## src/rtl/store_buffer_pkg.sv

```systemverilog
// store_buffer_pkg: store op encodings and buffered entry record shared with the load extender
package store_buffer_pkg;
    typedef enum logic [1:0] {
        ST_SW  = 2'd0,
        ST_SH  = 2'd1,
        ST_SB  = 2'd2,
        ST_NOP = 2'd3
    } st_op_e;
    localparam int ENTRY_W = 66;
    typedef struct packed {
        logic [29:0] addr;
        logic [31:0] wdata;
        logic [3:0]  byteen;
    } sb_entry_t;
endpackage

```

## src/rtl/store_buffer_lane_gen.sv

```systemverilog
// store_lane_gen: op/addr/data to byte enables and lane-replicated data; misalignment flag when STORE_MISALIGN_CHECK_EN
module store_lane_gen
    import store_buffer_pkg::*;
(
    input  st_op_e      op,
    input  logic [1:0]  addr,
    input  logic [31:0] data,
    output logic [3:0]  byteen,
    output logic [31:0] wdata,
    output logic        misaligned
);
    // sw takes the whole word, sh/sb replicate their low half/byte across the word
    always_comb begin
        byteen = op == ST_SW ? 4'hF : op == ST_SH ? (addr[1] ? 4'hC : 4'h3) : 4'b0001 << addr;
        wdata  = op == ST_SW ? data : op == ST_SH ? {2{data[15:0]}} : {4{data[7:0]}};
    end
`ifdef STORE_MISALIGN_CHECK_EN
    assign misaligned = (op == ST_SW && addr != 2'b00) || (op == ST_SH && addr[0]);
`else
    assign misaligned = 1'b0;
`endif
endmodule

```

## src/rtl/store_buffer.sv

```systemverilog
// store_buffer: in-order store FIFO feeding a bus write port; STORE_MISALIGN_CHECK_EN enables misaligned-store rejection
module store_buffer
    import store_buffer_pkg::*;
#(
    parameter int DEPTH = 2
) (
    input  logic        clk,
    input  logic        reset_n,
    input  logic        st_valid,
    input  logic [1:0]  st_op,
    input  logic [31:0] st_addr,
    input  logic [31:0] st_wdata,
    output logic        st_ready,
    output logic        exc_ades,
    output logic        m_req,
    output logic [31:0] m_addr,
    output logic [31:0] m_wdata,
    output logic [3:0]  m_byteen,
    input  logic        m_ack,
    output logic        empty
);
    localparam int PW = $clog2(DEPTH);
    logic [PW:0]        head_q, head_d, tail_q, tail_d;
    logic [ENTRY_W-1:0] mem_q [DEPTH];
    logic [ENTRY_W-1:0] mem_d [DEPTH];
    logic               exc_q, exc_d;
    logic               full, push, pop, mis;
    logic [3:0]         lane_be;
    logic [31:0]        lane_data;
    sb_entry_t          head_e;
    store_lane_gen u_lane (
        .op         (st_op_e'(st_op)),
        .addr       (st_addr[1:0]),
        .data       (st_wdata),
        .byteen     (lane_be),
        .wdata      (lane_data),
        .misaligned (mis)
    );
    assign empty    = head_q == tail_q;
    assign full     = head_q[PW] != tail_q[PW] && head_q[PW-1:0] == tail_q[PW-1:0];
    assign st_ready = !full;
    assign m_req    = !empty;
    assign exc_ades = exc_q;
    assign head_e   = sb_entry_t'(mem_q[head_q[PW-1:0]]);
    assign m_addr   = m_req ? {head_e.addr, 2'b00} : '0;
    assign m_wdata  = m_req ? head_e.wdata : '0;
    assign m_byteen = m_req ? head_e.byteen : '0;
    // enqueue at tail, dequeue head on ack, and flag rejected misaligned stores
    always_comb begin
        push   = st_valid && st_ready && st_op != ST_NOP && !mis;
        pop    = m_req && m_ack;
        exc_d  = st_valid && st_ready && st_op != ST_NOP && mis;
        head_d = head_q + {{PW{1'b0}}, pop};
        tail_d = tail_q + {{PW{1'b0}}, push};
        mem_d  = mem_q;
        if (push) mem_d[tail_q[PW-1:0]] = {st_addr[31:2], lane_data, lane_be};
    end
    // state registers; reset drops all buffered stores immediately
    always_ff @(posedge clk or negedge reset_n) begin
        if (!reset_n) begin
            head_q <= '0;
            tail_q <= '0;
            exc_q  <= 1'b0;
            mem_q  <= '{default: '0};
        end else begin
            head_q <= head_d;
            tail_q <= tail_d;
            exc_q  <= exc_d;
            mem_q  <= mem_d;
        end
    end
endmodule

```

## config.mk

```make
export PLATFORM = sky130hd
export DESIGN_NAME = store_buffer
export DESIGN_NICKNAME = d
export VERILOG_FILES = /design/src/rtl/store_buffer_pkg.sv /design/src/rtl/store_buffer_lane_gen.sv /design/src/rtl/store_buffer.sv
export SDC_FILE = /design/constraint.sdc
export NUM_CORES = 1
export LEC_CHECK = 0
export CAP_MARGIN = 0
export CORE_MARGIN = 3
export CORE_UTILIZATION = 46
export DETAILED_ROUTE_END_ITERATION = 8
export PLACE_DENSITY = 0.77
export SLEW_MARGIN = 20
export SYNTH_ARGS = -nofsm -noshare
export SYNTH_HDL_FRONTEND = slang
export SYNTH_SLANG_ARGS = --single-unit
export TNS_END_PERCENT = 10
```

## constraint.sdc

```tcl
create_clock -name clk -period 2.03 [get_ports clk]
set_input_delay 0.406 -clock clk [delete_from_list [all_inputs] [get_ports clk]]
set_output_delay 0.406 -clock clk [all_outputs]
set_load 0.01 [all_outputs]
```

---- Word-level counts from Yosys, hierarchy flattened ----
Index checks and enable logic that the tools add are counted.
operators by class
  bitwise operators ....................... 2
  eq/ne operators ......................... 5
  magnitude comparators ................... 3
  mux-type cells .......................... 14
  reductions and logical operators ........ 8
  shift operators ......................... 1
  add/subtract/negate cells ............... 2
operators by type and width
  cell                   count
  $mux W66               4
  $bwmux W132            1
  $mux W32               4
  $demux W66 S1          1
  $mux W4                4
  $logic_and A1 B1 Y1    5
  $add A2 B1 Y2          2
  $ge A2 B2 Y1 const B   2
  $not A1 Y2             2
  $shl A1 B2 Y4 const A  1
  $eq A2 B1 Y1 const B   1
  $eq A2 B2 Y1           1
  $logic_not A1 Y1       2
  $logic_not A2 Y1       1
  $lt A2 B1 Y1 const B   1
  $ne A2 B2 Y1 const B   1
  $eq A1 B1 Y1           1
  $ne A1 B1 Y1           1
storage, ports and cells
  output and inout bits ................... 72
  logic and storage cells ................. 39
  flip-flop bits (word level) ............. 136
  input bits .............................. 70

---- Depth between registers and ports, before layout ----
Gate-level depths: netlist (run 1).
  depth in word-level cells ............... 6
  gate-level depth with buffers ........... 10
  gate-level depth less buffers ........... 6

---- Hierarchy ----
Synthesis (run 1) repeated with hierarchy kept, for this count alone.
unflattened totals
  cell total of the unflattened synthesis .. 530
  area total of the unflattened synthesis .. 6820.3 um^2
by module, submodules not included
  module          instances  seq. area each (um^2)  area each (um^2)  cells each
  store_buffer    1          3428.3                 6336.1            458
  store_lane_gen  1          0.0                    484.2             72

---- Worst setup path after synthesis (run 1) ----
Ideal clock, no wire load.
  kind .................................... reg-to-reg
  start point ............................. reg head_q[0]
  end point ............................... reg mem_q[129] (netlist bit)
  cell stages (with the launch flop) ...... 9
  library setup time ...................... 0.125 ns
  path buffers ............................ 3
  required time ........................... 1.905 ns
  period minus slack after synthesis ...... 2.059 ns
  slack ................................... -0.029 ns
  arrival time ............................ 1.934 ns
  path through ............................ dfrtp_1 buf_2 xor2_1 nand2b_1 and3_1 ha_1 buf_2 buf_2 mux2_2
on the way
  word-level cells in the longest chain between the ends .. 5
RTL lines
  element                           line                RTL
  start: declaration                store_buffer.sv:23  logic [PW:0] head_q, head_d, tail_q, tail_d;
  start signal: assignment          store_buffer.sv:61  head_q <= '0;
  start signal: assignment          store_buffer.sv:66  head_q <= head_d;
  $eq A1 B1 Y1                      store_buffer.sv:40  assign full = head_q[PW] != tail_q[PW] && head_q[PW-1:0] == tail_q[PW-1:0];
  $logic_and A1 B1 Y1               store_buffer.sv:40
  $logic_not A1 Y1                  store_buffer.sv:41  assign st_ready = !full;
  named net st_ready                store_buffer.sv:13  output logic st_ready,
  $logic_and A1 B1 Y1 (2 in a row)  n/a
  end signal: assignment            store_buffer.sv:69  mem_q <= mem_d;
  end: declaration                  store_buffer.sv:24  logic [ENTRY_W-1:0] mem_q [DEPTH];
The timed path passes the listed nets, and every way through them passes these cells.
A chain may end at the register's enable or synchronous reset.

---- Worst setup path after layout (run 1) ----
  start point ............................. reg head_q[0]
  end point ............................... out m_addr[18]
on the way
  word-level cells in the longest chain between the ends .. 5
  elaborated cells on any way between the ends .. 6
  those cells by class .................... 1 x eq/ne; 4 x mux; 1 x bitwise
RTL lines
  element                                      line                RTL
  $not A1 Y2 (implied by the code)             store_buffer.sv:44  assign head_e = sb_entry_t'(mem_q[head_q[PW-1:0]]);
  $mux W66 (implied by the code) (3 in a row)  store_buffer.sv:44
  $mux W32 (*)                                 store_buffer.sv:45  assign m_addr = m_req ? {head_e.addr, 2'b00} : '0;
  end: declaration                             store_buffer.sv:16  output logic [31:0] m_addr,
Every way passes the cells marked *; elsewhere a longest branch is shown, timed or not. The select of a mux whose other input is x is not followed.

==> results of run 1 <==
[worst paths after layout]
path / startpoint / to / slack (ns) / cells after the start
min: mem_q[120]$_DFFE_PN0P_ / mem_q[120]$_DFFE_PN0P_ / 0.51 / 1
max reg2reg: head_q[0]$_DFF_PN0_ / mem_q[12]$_DFFE_PN0P_ / 0.11 / 8
min in group asynchronous: reset_n / mem_q[31]$_DFFE_PN0P_ / 0.54 / 2
max: head_q[0]$_DFF_PN0_ / m_addr[18] / -0.16 / 7
min reg2reg: mem_q[120]$_DFFE_PN0P_ / mem_q[120]$_DFFE_PN0P_ / 0.51 / 1
max in group asynchronous: reset_n / mem_q[102]$_DFFE_PN0P_ / 0.77 / 3
[what timing repair did]
action | in CTS | in global routing
hold endpoints to repair | 6 | 0
gates cloned | 7 | 1
gates resized for setup | 335 | 40
hold buffers | 1 | 0
pin swaps | 24 | 4
setup endpoints to repair | 115 | 183
setup buffers | 5 | 4
[power by group through the flow]
| stage | combinational (W) | sequential, W | clock, W |
|---|---|---|---|
| 2_1_floorplan | 0.00519 | 0.00464 | 0 |
| 5_1_grt | 0.0115 | 0.00512 | 0.00322 |
| 6_report | 0.0107 | 0.00496 | 0.00308 |
| 3_3_place_gp | 0.00942 | 0.00480 | 0 |
| 4_1_cts | 0.0102 | 0.00490 | 0.00310 |
| 3_5_place_dp | 0.00959 | 0.00490 | 0 |
[cell families after synthesis]
kind of cell | after synthesis | synth area share, %
XOR/XNOR | 4 | 0.541
other | 1 | 0.0579
buffers and inverters | 64 | 4.94
multiplexers | 158 | 25.9
AND/OR/NAND/NOR | 148 | 9.54
AO/OA/AOI/OAI | 66 | 5.95
adder cells (fa/ha/maj) | 3 | 0.579
flip-flops | 136 | 52.5
[metal layers]
metal / wire length, um / share of wire [%] / GRT usage (%)
met5: 0 / 0 / 0
met4: 286 / 1.6 / 6.71
met3: 1530 / 8.7 / 6.65
met2: 8680 / 49 / 37.8
met1: 7140 / 40 / 29.8
[registers in the layout, indices dropped and copies added, names as in the netlist]
signal / count
tail_q: 2
mem_q: 132
head_q: 2
[worst max-delay path: stages, from the launching register on]
cell and delay, ns:
sky130_fd_sc_hd__dfrtp_4 0.51, sky130_fd_sc_hd__xor2_4 0.17, sky130_fd_sc_hd__nor2_4 0.05, sky130_fd_sc_hd__buf_6 0.14, sky130_fd_sc_hd__buf_12 0.13, sky130_fd_sc_hd__buf_16 0.14, sky130_fd_sc_hd__nor2_4 0.11, sky130_fd_sc_hd__buf_6 0.11
[placed cells by master, fill, tap and decap left out, types with 3 or more instances in the layout]
master / n
sky130_fd_sc_hd__mux2i_2: 3
sky130_fd_sc_hd__o22ai_1: 16
sky130_fd_sc_hd__a21oi_1: 31
sky130_fd_sc_hd__mux2_2: 76
sky130_fd_sc_hd__buf_2: 53
sky130_fd_sc_hd__nor2_2: 13
sky130_fd_sc_hd__clkbuf_8: 3
sky130_fd_sc_hd__nor2_1: 78
sky130_fd_sc_hd__dfrtp_1: 135
sky130_fd_sc_hd__a211oi_1: 8
sky130_fd_sc_hd__clkbuf_16: 18
sky130_fd_sc_hd__nand2_1: 19
sky130_fd_sc_hd__nand2b_1: 10
sky130_fd_sc_hd__nor2b_1: 9
sky130_fd_sc_hd__buf_4: 20
sky130_fd_sc_hd__mux2i_4: 3
sky130_fd_sc_hd__buf_16: 8
sky130_fd_sc_hd__a31oi_1: 8
sky130_fd_sc_hd__conb_1: 3
sky130_fd_sc_hd__clkinvlp_4: 5
sky130_fd_sc_hd__clkdlybuf4s50_1: 68
sky130_fd_sc_hd__buf_6: 23
sky130_fd_sc_hd__inv_1: 20
sky130_fd_sc_hd__mux2i_1: 76
sky130_fd_sc_hd__nor2_4: 17
sky130_fd_sc_hd__buf_12: 11
[metrics by stage]
stage               instances  setup slack (ns)  instance area [um2]  total power [W]
floorplan                 582            0.0109                 6490          0.00984
global placement          883            -0.196                 8210           0.0142
detailed placement        883            -0.204                 8210           0.0145
CTS                       928            -0.200                 8980           0.0182
global route              932            -0.219                 9160           0.0199
finish                    932            -0.162                 9160           0.0187
[area by class of cell]
type	count	area, um2	area share [%]
Tap cell	176	220	2.41
Inverter	20	75.1	0.820
Timing Repair Buffer	186	1840	20.0
Clock buffer	22	474	5.18
Clock inverter	10	120	1.31
Sequential cell	136	3410	37.2
Multi-Input combinational cell	382	3020	33.0
==> summary.txt, run 1 <==
outcome: complete, but fails checks
violations in the final reports: setup timing
Final Core Density: 67.8%
combinational cell fraction of total power: 57.1%
worst max-slew margin expressed relative to the limit: 59.8%
Switching Fraction: 38.3%
final wirelength: 17600 um
final worst-path setup slack: -0.162 ns
clock tree from TritonCTS: done
fraction of registers with async set/reset: 100%
sequential cell area fraction in the yosys report: 52.5%
latest clock arrival within the worst-skew pair: 0.42 ns
portion of the clock cycle consumed by the worst path in the final layout: 108%
worst hold path type: reg -> reg
vias in the first global route: 5340
final-stage net count: 816
Congestion Overflow GR: 0
internal power: 0.0116 W
total DRC errors in the routed layout: 0
placed wire-length estimate after detailed placement: 11200 um
worst clock skew: 0.00973 ns
Data arrival, critical path: 1.79 ns
category of the worst setup path capture point: output port
number of iterations in the first detailed-routing pass: 5
fin crit period: 2.19 ns
Hold Slack: 0.505 ns
relative area change from synthesis to final layout: 41.3%
number of buffers created by CTS: 17
total of warnings raised by yosys: 0
H-tree levels: 4
portion of total power attributed to the clock network: 16.4%
placeable core region: 13500 um2
commonest register cell after synthesis: sky130_fd_sc_hd__dfrtp_1
Synth top cells by count: sky130_fd_sc_hd__dfrtp_1 (136), sky130_fd_sc_hd__nor2_1 (106), sky130_fd_sc_hd__mux2i_1 (82)
die footprint: 15500 um2
WL per Instance: 18.9 um
synthesized flop and latch total: 136
sequential share of power: 26.5%
cell types occupying the most area after synthesis: sky130_fd_sc_hd__dfrtp_1 (53%), sky130_fd_sc_hd__mux2_2 (13%), sky130_fd_sc_hd__mux2i_1 (13%)
Worst Path Class, Setup: reg -> out
overall via count from detail_route: 5006
count of final setup violators: 68
GRT Util Overall: 23.0%
clk buf depth: 2
Diodes inserted: 0
fraction of layout cells with a size suffix above 1: 35.3%
largest net degree at the start of global routing: 64
power per unit of standard cell area: 2050 nW/um2
element type at the critical path start: register
total negative slack for setup checks: -5.97 ns
number of filler instances in the final layout: 969
max cap viols: 0
pin slew with the least headroom to its limit: 0.603 ns
Iter 0 DRT Violations: 376
Final Max Tran Viols: 0
Net Sw Power: 0.00717 W
first-pass GRT wire length: 28600 um
biggest fanout along the worst timing path: 5
number of top-level pins: 142
peak supply drop: 0.00125 V
proportion of netlist area held by the largest area contributor: 52.5%
unrepaired setup endpoints after global routing: yes
Fmax achieved: 456 MHz
number of cells produced by synthesis: 580
post-synth top area cell: sky130_fd_sc_hd__dfrtp_1
synthesized area per cell: 11.2 um2
Chip Height: 125 um
clock-pin slew reported for the worst setup and hold paths after clock tree synthesis: 0.05 ns
routed via count divided by cell count: 5.37
required time at the endpoint of the critical path: 1.62 ns
number of buffers inserted by port buffering: 138
clock tree root buffer cell: sky130_fd_sc_hd__clkbuf_16
leading cell type by number of instances after synthesis: sky130_fd_sc_hd__dfrtp_1
number of failing hold endpoints at the final stage: 0
effective utilization at floorplan: 48.0%
count of nets left with antenna violations after detail routing: 0
library cells used by synthesis: 25
routability congestion estimate from global placement: 0.832
initial antenna violation count: 0
Horiz. Die Dim: 125 um
number of enable-type register cells in the synthesized netlist: 0
P_leak: 4.11 nW
CTS sink count: 136
summed instance area of the synthesized netlist: 6480 um2
placement row count: 42
Note: power is estimated with default switching activity, not from simulation.
==> run 2: changes to the inputs <==
REMOVE_ABC_BUFFERS = 1   (was not set)
==> run 2 against run 1 <==
  * The run still ends with setup timing left
  * Power shrank 1.6%
  * Utilization hardly changed
  * Clock-buffer cell count shrank 3
  * Global-route usage shrank 2.6 points
  * Via count is 1.6% lower
  * Sequential power decreased by 2%
  * Clock power is 4% higher
  * First-iteration DRC count down 23%
  * Highest routed layer unchanged
  * Combinational power shrank 4%
  * Cell count increased by 0.75%
==> summary.txt, run 2 (same netlist as run 1, synthesis figures left out) <==
category of the worst setup path capture point: output port
timing startpoint of the critical path: head_q[0]$_DFF_PN0_
die footprint: 15500 um2 (unchanged)
overall via count from detail_route: 4927 (-1.6%)
latest clock arrival within the worst-skew pair: 0.41 ns (about the same)
effective utilization at floorplan: 48.0% (unchanged)
fraction of layout cells with a size suffix above 1: 34.7% (-0.59 points)
total negative slack for setup checks: -11.62 ns (-5.65 ns)
Iter 0 DRT Violations: 291 (-23%)
portion of total power attributed to the clock network: 17.3% (+0.9 points)
H-tree levels: 4 (unchanged)
largest net degree at the start of global routing: 57 (-11%)
P_leak: 4.18 nW (+1.8%)
peak supply drop: 0.000992 V (-21%)
count of final setup violators: 143 (+110%)
Final Max Tran Viols: 0 (unchanged)
biggest fanout along the worst timing path: 7 (+2)
Non-Filler Instances: 939 (+0.75%)
first-pass GRT wire length: 25900 um (-9.4%)
fin crit period: 2.23 ns (+0.0347 ns)
sequential share of power: 26.5% (about the same)
final worst-path setup slack: -0.196 ns (-0.0347 ns)
Net Sw Power: 0.00686 W (-4.3%)
CTS sink count: 136 (unchanged)
initial antenna violation count: 0 (unchanged)
total DRC errors in the routed layout: 0 (unchanged)
top register by number of flip-flops: mem_q
internal power: 0.0116 W (about the same)
final wirelength: 16500 um (-6.6%)
unrepaired setup endpoints after global routing: yes
Data arrival, critical path: 1.82 ns (+0.03 ns)
number of failing hold endpoints at the final stage: 0 (unchanged)
violations in the final reports: setup timing
placeable core region: 13500 um2 (unchanged)
Largest regs: mem_q: 132 flops, head_q: 2 flops, tail_q: 2 flops
most common cell after layout, fill and taps aside: sky130_fd_sc_hd__dfrtp_1
Fmax achieved: 449 MHz (-1.6%)
relative area change from synthesis to final layout: 41.3% (about the same)
clock tree root buffer cell: sky130_fd_sc_hd__clkbuf_16
required time at the endpoint of the critical path: 1.62 ns (about the same)
clock tree from TritonCTS: done
Horiz. Die Dim: 125 um (unchanged)
max cap viols: 0 (unchanged)
Switching Fraction: 37.2% (-1.0 points)
number of iterations in the first detailed-routing pass: 4 (-1)
WL per Instance: 17.5 um (-7.3%)
Diodes inserted: 0 (unchanged)
Congestion Overflow GR: 0 (unchanged)
routed via count divided by cell count: 5.25 (-2.3%)
portion of the clock cycle consumed by the worst path in the final layout: 110% (+1.7 points)
Worst Path Class, Setup: reg -> out
GRT Util Overall: 20.5% (-2.6 points)
combinational cell fraction of total power: 56.1% (-1.0 points)
worst hold path type: in -> async
post-layout power: 0.0184 W (-1.6%)
flip-flop count of the largest register, all copies and words added: 132 (unchanged)
placement row count: 42 (unchanged)
element type at the critical path start: register
final-stage net count: 823 (+0.86%)
number of buffers inserted by port buffering: 138 (unchanged)
dpl ws: -0.185 ns (+0.0191 ns)
count of nets left with antenna violations after detail routing: 0 (unchanged)
Post-Place Cells: 889 (+0.68%)
number of buffers created by CTS: 17 (unchanged)
Chip Height: 125 um (unchanged)
worst clock skew: 0.00540 ns (-0.00433 ns)
number of filler instances in the final layout: 979 (+1.0%)
power per unit of standard cell area: 2010 nW/um2 (-1.7%)
top library cells by usage in the layout, fill and taps aside: sky130_fd_sc_hd__dfrtp_1 (135), sky130_fd_sc_hd__nor2_1 (88), sky130_fd_sc_hd__mux2i_1 (81)
critical register-to-register path startpoint: head_q[0]$_DFF_PN0_
placed wire-length estimate after detailed placement: 11100 um (-0.77%)
outcome: complete, but fails checks
number of top-level pins: 142 (unchanged)
routability congestion estimate from global placement: 0.833 (+0.14%)
clk buf depth: 2 (unchanged)
clock-pin slew reported for the worst setup and hold paths after clock tree synthesis: 0.06 ns (about the same)
vias in the first global route: 5182 (-3.0%)
-- run 2: cell types whose count changed in the layout (fill, tap and decap cells not counted), moves of 7 or more --
| cell | before | now |
|---|---|---|
| sky130_fd_sc_hd__mux2_4 | 0 | 8 |
| sky130_fd_sc_hd__nor2_4 | 17 | 10 |
| sky130_fd_sc_hd__buf_16 | 8 | 0 |
| sky130_fd_sc_hd__buf_2 | 53 | 43 |
| sky130_fd_sc_hd__clkbuf_2 | 1 | 16 |
| sky130_fd_sc_hd__nor2_1 | 78 | 88 |
| sky130_fd_sc_hd__mux2_2 | 76 | 68 |
-- run 2: critical path: stages, from the launching register on --
cell and delay (ns):
sky130_fd_sc_hd__dfrtp_4 0.53, sky130_fd_sc_hd__xor2_4 0.18, sky130_fd_sc_hd__nor2_4 0.16, sky130_fd_sc_hd__buf_6 0.15
sky130_fd_sc_hd__buf_12 0.13, sky130_fd_sc_hd__buf_4 0.11, sky130_fd_sc_hd__nor2_2 0.03, sky130_fd_sc_hd__buf_2 0.14
-- run 2: layer usage --
| metal | vias to the layer above | part of all wire (%) | wire (um) | global-route usage, % |
|---|---|---|---|---|
| met1 | 2463 | 42 | 6950 | 25.2 |
| li1 | 2307 | - | - | - |
| met3 | 14 | 5.4 | 897 | 5.92 |
| met5 | - | 0 | 0 | 0 |
| met4 | 0 | 1.1 | 184 | 5.74 |
| met2 | 143 | 51 | 8440 | 35.2 |
-- run 2: worst paths after layout --
kind	end	slack (ns)	cells past startpoint
min in group clk	mem_q[115]$_DFFE_PN0P_	0.50	1
max reg2reg	mem_q[131]$_DFFE_PN0P_	-0.05	7
min	mem_q[127]$_DFFE_PN0P_	0.43	2
min reg2reg	mem_q[115]$_DFFE_PN0P_	0.50	1
max	m_wdata[16]	-0.20	7
max in group asynchronous	mem_q[129]$_DFFE_PN0P_	0.99	3
-- run 2: metrics by stage --
stage               cell area (um2)  utilization [%]  hold slack, ns
global placement               8280             61.3           0.300
detailed placement             8280             61.3           0.305
floorplan                      6240                -           0.110
global route                   9160             67.8           0.442
finish                         9160             67.8           0.432
CTS                            8850             65.5           0.423
-- run 2: layout make-up --
cell class	count	area [um2]	share of cell area [%]
sequential	136	3410	37.2
multi-input combinational	382	2990	32.6
timing repair buffer	193	1850	20.2
clock buffer	19	453	4.95
tap	176	220	2.41
clock inverter	13	168	1.83
inverter	20	75.1	0.820
-- run 2: power by group through the flow --
stage | logic [W] | clock network [W] | registers (W)
2_1_floorplan | 0.00472 | 0 | 0.00489
3_3_place_gp | 0.00948 | 0 | 0.00476
3_5_place_dp | 0.00967 | 0 | 0.00488
4_1_cts | 0.00909 | 0.00325 | 0.00487
5_1_grt | 0.0112 | 0.00337 | 0.00505
6_report | 0.0103 | 0.00319 | 0.00488
-- run 2: timing repair --
action | in CTS | in global routing
resized for setup | 248 | 102
hold endpoints to repair | 28 | 0
cloned | 0 | 4
setup buffers | 7 | 6
hold buffers | 1 | 0
pin swaps | 9 | 10
setup endpoints to repair | 185 | 136
==> run 3: changes to the inputs <==
ABC_CLOCK_PERIOD_IN_PS = 2650   (was not set)
CAP_MARGIN = not set   (was 0)
CORE_UTILIZATION = 55   (was 46)
PLACE_DENSITY = 0.86   (was 0.77)
clock period = 2.65 ns   (was 2.03 ns; I/O delays follow)
==> run 3 against run 2 <==
  * Worst setup slack better by 0.20 ns
  * Design area is 4.8% lower
  * Clock-buffer cell count is 1 lower
  * Sequential share of layout area is 1.9 points higher
  * First-iteration DRC count is 15% lower
  * Largest cell class unchanged
  * The run now ends clean
==> summary.txt, run 3 (same netlist as run 1, synthesis figures left out) <==
worst setup path endpoint: m_addr[29]
CTS sink count: 136 (unchanged)
clock tree root buffer cell: sky130_fd_sc_hd__clkbuf_16
relative area change from synthesis to final layout: 34.5%
worst clock skew: 0.00531 ns (-0.0000868 ns)
placed wire-length estimate after detailed placement: 9890 um (-11%)
routed via count divided by cell count: 5.49 (+4.7%)
biggest fanout along the worst timing path: 33 (+26)
routability congestion estimate from global placement: 0.802 (-3.8%)
placed standard-cell area: 8060 um2 (-2.7%)
Iter 0 DRT Violations: 246 (-15%)
worst hold path type: in -> async
unrepaired setup endpoints after global routing: yes
number of failing hold endpoints at the final stage: 0 (unchanged)
H-tree levels: 4 (unchanged)
fin crit period: 2.64 ns
placeable core region: 11500 um2 (-15%)
number of iterations in the first detailed-routing pass: 4 (unchanged)
Worst Path Class, Setup: reg -> out
P_leak: 4.02 nW (-3.8%)
overall via count from detail_route: 4790 (-2.8%)
WL per Instance: 17.9 um (+2.0%)
power per unit of standard cell area: 1490 nW/um2 (-26%)
peak supply drop: 0.00113 V (+14%)
most common cell after layout, fill and taps aside: sky130_fd_sc_hd__dfrtp_1
setup slack on the worst flop-to-flop path: 0.40 ns (+0.45 ns)
clock tree from TritonCTS: done
final-stage net count: 789 (-4.1%)
final wirelength: 15600 um (-5.3%)
Critical Path Stages: 4 (-3)
Fmax achieved: 378 MHz
pin slew with the least headroom to its limit: 0.566 ns
category of the worst setup path capture point: output port
number of buffers inserted for hold repair after clock tree synthesis: 0 (-1)
initial antenna violation count: 0 (unchanged)
number of buffers created by CTS: 17 (unchanged)
latest clock arrival within the worst-skew pair: 0.41 ns (about the same)
Final Core Density: 76.0% (+8.2 points)
maximum single-stage delay on the critical path: 0.55 ns (+0.02 ns)
Largest regs: mem_q: 132 flops, head_q: 2 flops, tail_q: 2 flops
effective utilization at floorplan: 56.5% (+8.5 points)
terminus of the critical flop-to-flop path: mem_q[62]$_DFFE_PN0P_
clk buf depth: 2 (unchanged)
number of buffers inserted by port buffering: 138 (unchanged)
element type at the critical path start: register
Data arrival, critical path: 2.11 ns (+0.29 ns)
number of buffers and inverters on the critical path: 2 (-2)
portion of the clock cycle consumed by the worst path in the final layout: 99.8%
Horiz. Die Dim: 115 um (-8.1%)
worst max-slew margin expressed relative to the limit: 62.2%
largest net degree at the start of global routing: 62 (+8.8%)
gate family responsible for the most delay along the worst path: buffers and inverters
GRT Util Overall: 24.4% (+3.9 points)
cell count of the worst reg-to-reg path: 6 (-1)
vias in the first global route: 5127 (-1.1%)
timing startpoint of the critical path: head_q[0]$_DFF_PN0_
count of final setup violators: 0 (-100%)
number of top-level pins: 142 (unchanged)
Final Max Tran Viols: 0 (unchanged)
placement row count: 39 (-7.1%)
top register by number of flip-flops: mem_q
Diodes inserted: 0 (unchanged)
top library cells by usage in the layout, fill and taps aside: sky130_fd_sc_hd__dfrtp_1 (134), sky130_fd_sc_hd__nor2_1 (106), sky130_fd_sc_hd__clkdlybuf4s50_1 (91)
count of nets left with antenna violations after detail routing: 0 (unchanged)
critical path, cell by cell: bufbuf_16 > mux2i_1 > nor2_1 > clkdlybuf4s50_1
flip-flop count of the largest register, all copies and words added: 132 (unchanged)
first-pass GRT wire length: 25100 um (-2.9%)
total DRC errors in the routed layout: 0 (unchanged)
total negative slack for setup checks: 0 ns (+11.62 ns)
max cap viols: 0 (unchanged)
Congestion Overflow GR: 0 (unchanged)
fraction of layout cells with a size suffix above 1: 18.9% (-16 points)
outcome: finished, final reports clean
critical register-to-register path startpoint: head_q[0]$_DFF_PN0_
required time at the endpoint of the critical path: 2.12 ns (+0.50 ns)
die footprint: 13100 um2 (-16%)
clock-pin slew reported for the worst setup and hold paths after clock tree synthesis: 0.06 ns (about the same)
slowest cell on the critical path: sky130_fd_sc_hd__clkdlybuf4s50_1
final standard cell area without fillers: 8720 um2 (-4.8%)
Chip Height: 115 um (-8.1%)
==> run 3: cell count changes in the layout (fill, tap and decap cells not counted), moves of 9 or more <==
| cell | previous run | this run |
|---|---|---|
| sky130_fd_sc_hd__buf_2 | 43 | 0 |
| sky130_fd_sc_hd__dlygate4sd2_1 | 0 | 38 |
| sky130_fd_sc_hd__clkdlybuf4s50_1 | 68 | 91 |
| sky130_fd_sc_hd__nor2_1 | 88 | 106 |
| sky130_fd_sc_hd__buf_6 | 19 | 2 |
| sky130_fd_sc_hd__clkbuf_2 | 16 | 0 |
| sky130_fd_sc_hd__buf_4 | 21 | 11 |
| sky130_fd_sc_hd__nor2_2 | 10 | 0 |
| sky130_fd_sc_hd__buf_12 | 15 | 6 |
==> run 3: final cells by class <==
type | count | area (um2)
flip-flops and latches | 136 | 3410
multi-input cells | 382 | 2820
fillers | 765 | 2750
repair buffers | 159 | 1650
clock buffers | 18 | 429
well taps | 143 | 179
clock inverters | 14 | 150
inverters | 20 | 75.1
==> run 3: worst min path at each step <==
| stage | from | slack [ns] | depth (start not counted) | to |
|---|---|---|---|---|
| floorplan | reset_n | 0.23 | 0 | head_q[0]$_DFF_PN0_ |
| global placement | head_q[1]$_DFF_PN0_ | 0.47 | 1 | head_q[1]$_DFF_PN0_ |
| detailed placement | tail_q[1]$_DFF_PN0_ | 0.48 | 1 | tail_q[1]$_DFF_PN0_ |
| CTS | reset_n | 0.11 | 1 | mem_q[130]$_DFFE_PN0P_ |
| global route | reset_n | 0.11 | 1 | mem_q[130]$_DFFE_PN0P_ |
| finish | reset_n | 0.09 | 1 | mem_q[130]$_DFFE_PN0P_ |
==> run 3: metal layers <==
metal	GRT usage (%)	share of wire, %
met5	0	0
met1	29.5	41
met2	42.5	52
met3	6.55	6.1
met4	7.44	1.3
==> run 3: power by group <==
| part | internal [W] | switching (W) |
|---|---|---|
| Sequential | 0.00316 | 0.000608 |
| Clock | 0.00139 | 0.000893 |
| Combinational | 0.00358 | 0.00332 |
==> run 3: worst register-to-register path: cells and delay by family, from the launching register on <==
kind	cells	cell delay (ns)
DFF	1	0.53
and+or+nand+nor	2	0.50
muxes	1	0.36
adders and majority gates	1	0.35
buffers and inverters	1	0.21
xor gates and xnor gates	1	0.18
==> run 3: metrics by stage <==
step / setup WS (ns) / hold WS [ns] / total power (W) / cells
global placement: 0.290 / 0.474 / 0.0106 / 837
global route: -0.0844 / 0.113 / 0.0138 / 872
CTS: -0.0520 / 0.105 / 0.0129 / 870
finish: 0.00652 / 0.0909 / 0.0129 / 872
detailed placement: 0.278 / 0.480 / 0.0109 / 837
floorplan: -2.71 / 0.234 / 0.00744 / 538
==> run 3: repair_timing <==
item | CTS | global route
gates cloned | 1 | 1
resized for setup | 40 | 12
setup endpoints to repair | 66 | 30
pin swaps | 0 | 1
hold endpoints to repair | 0 | 0
setup buffers | 0 | 1
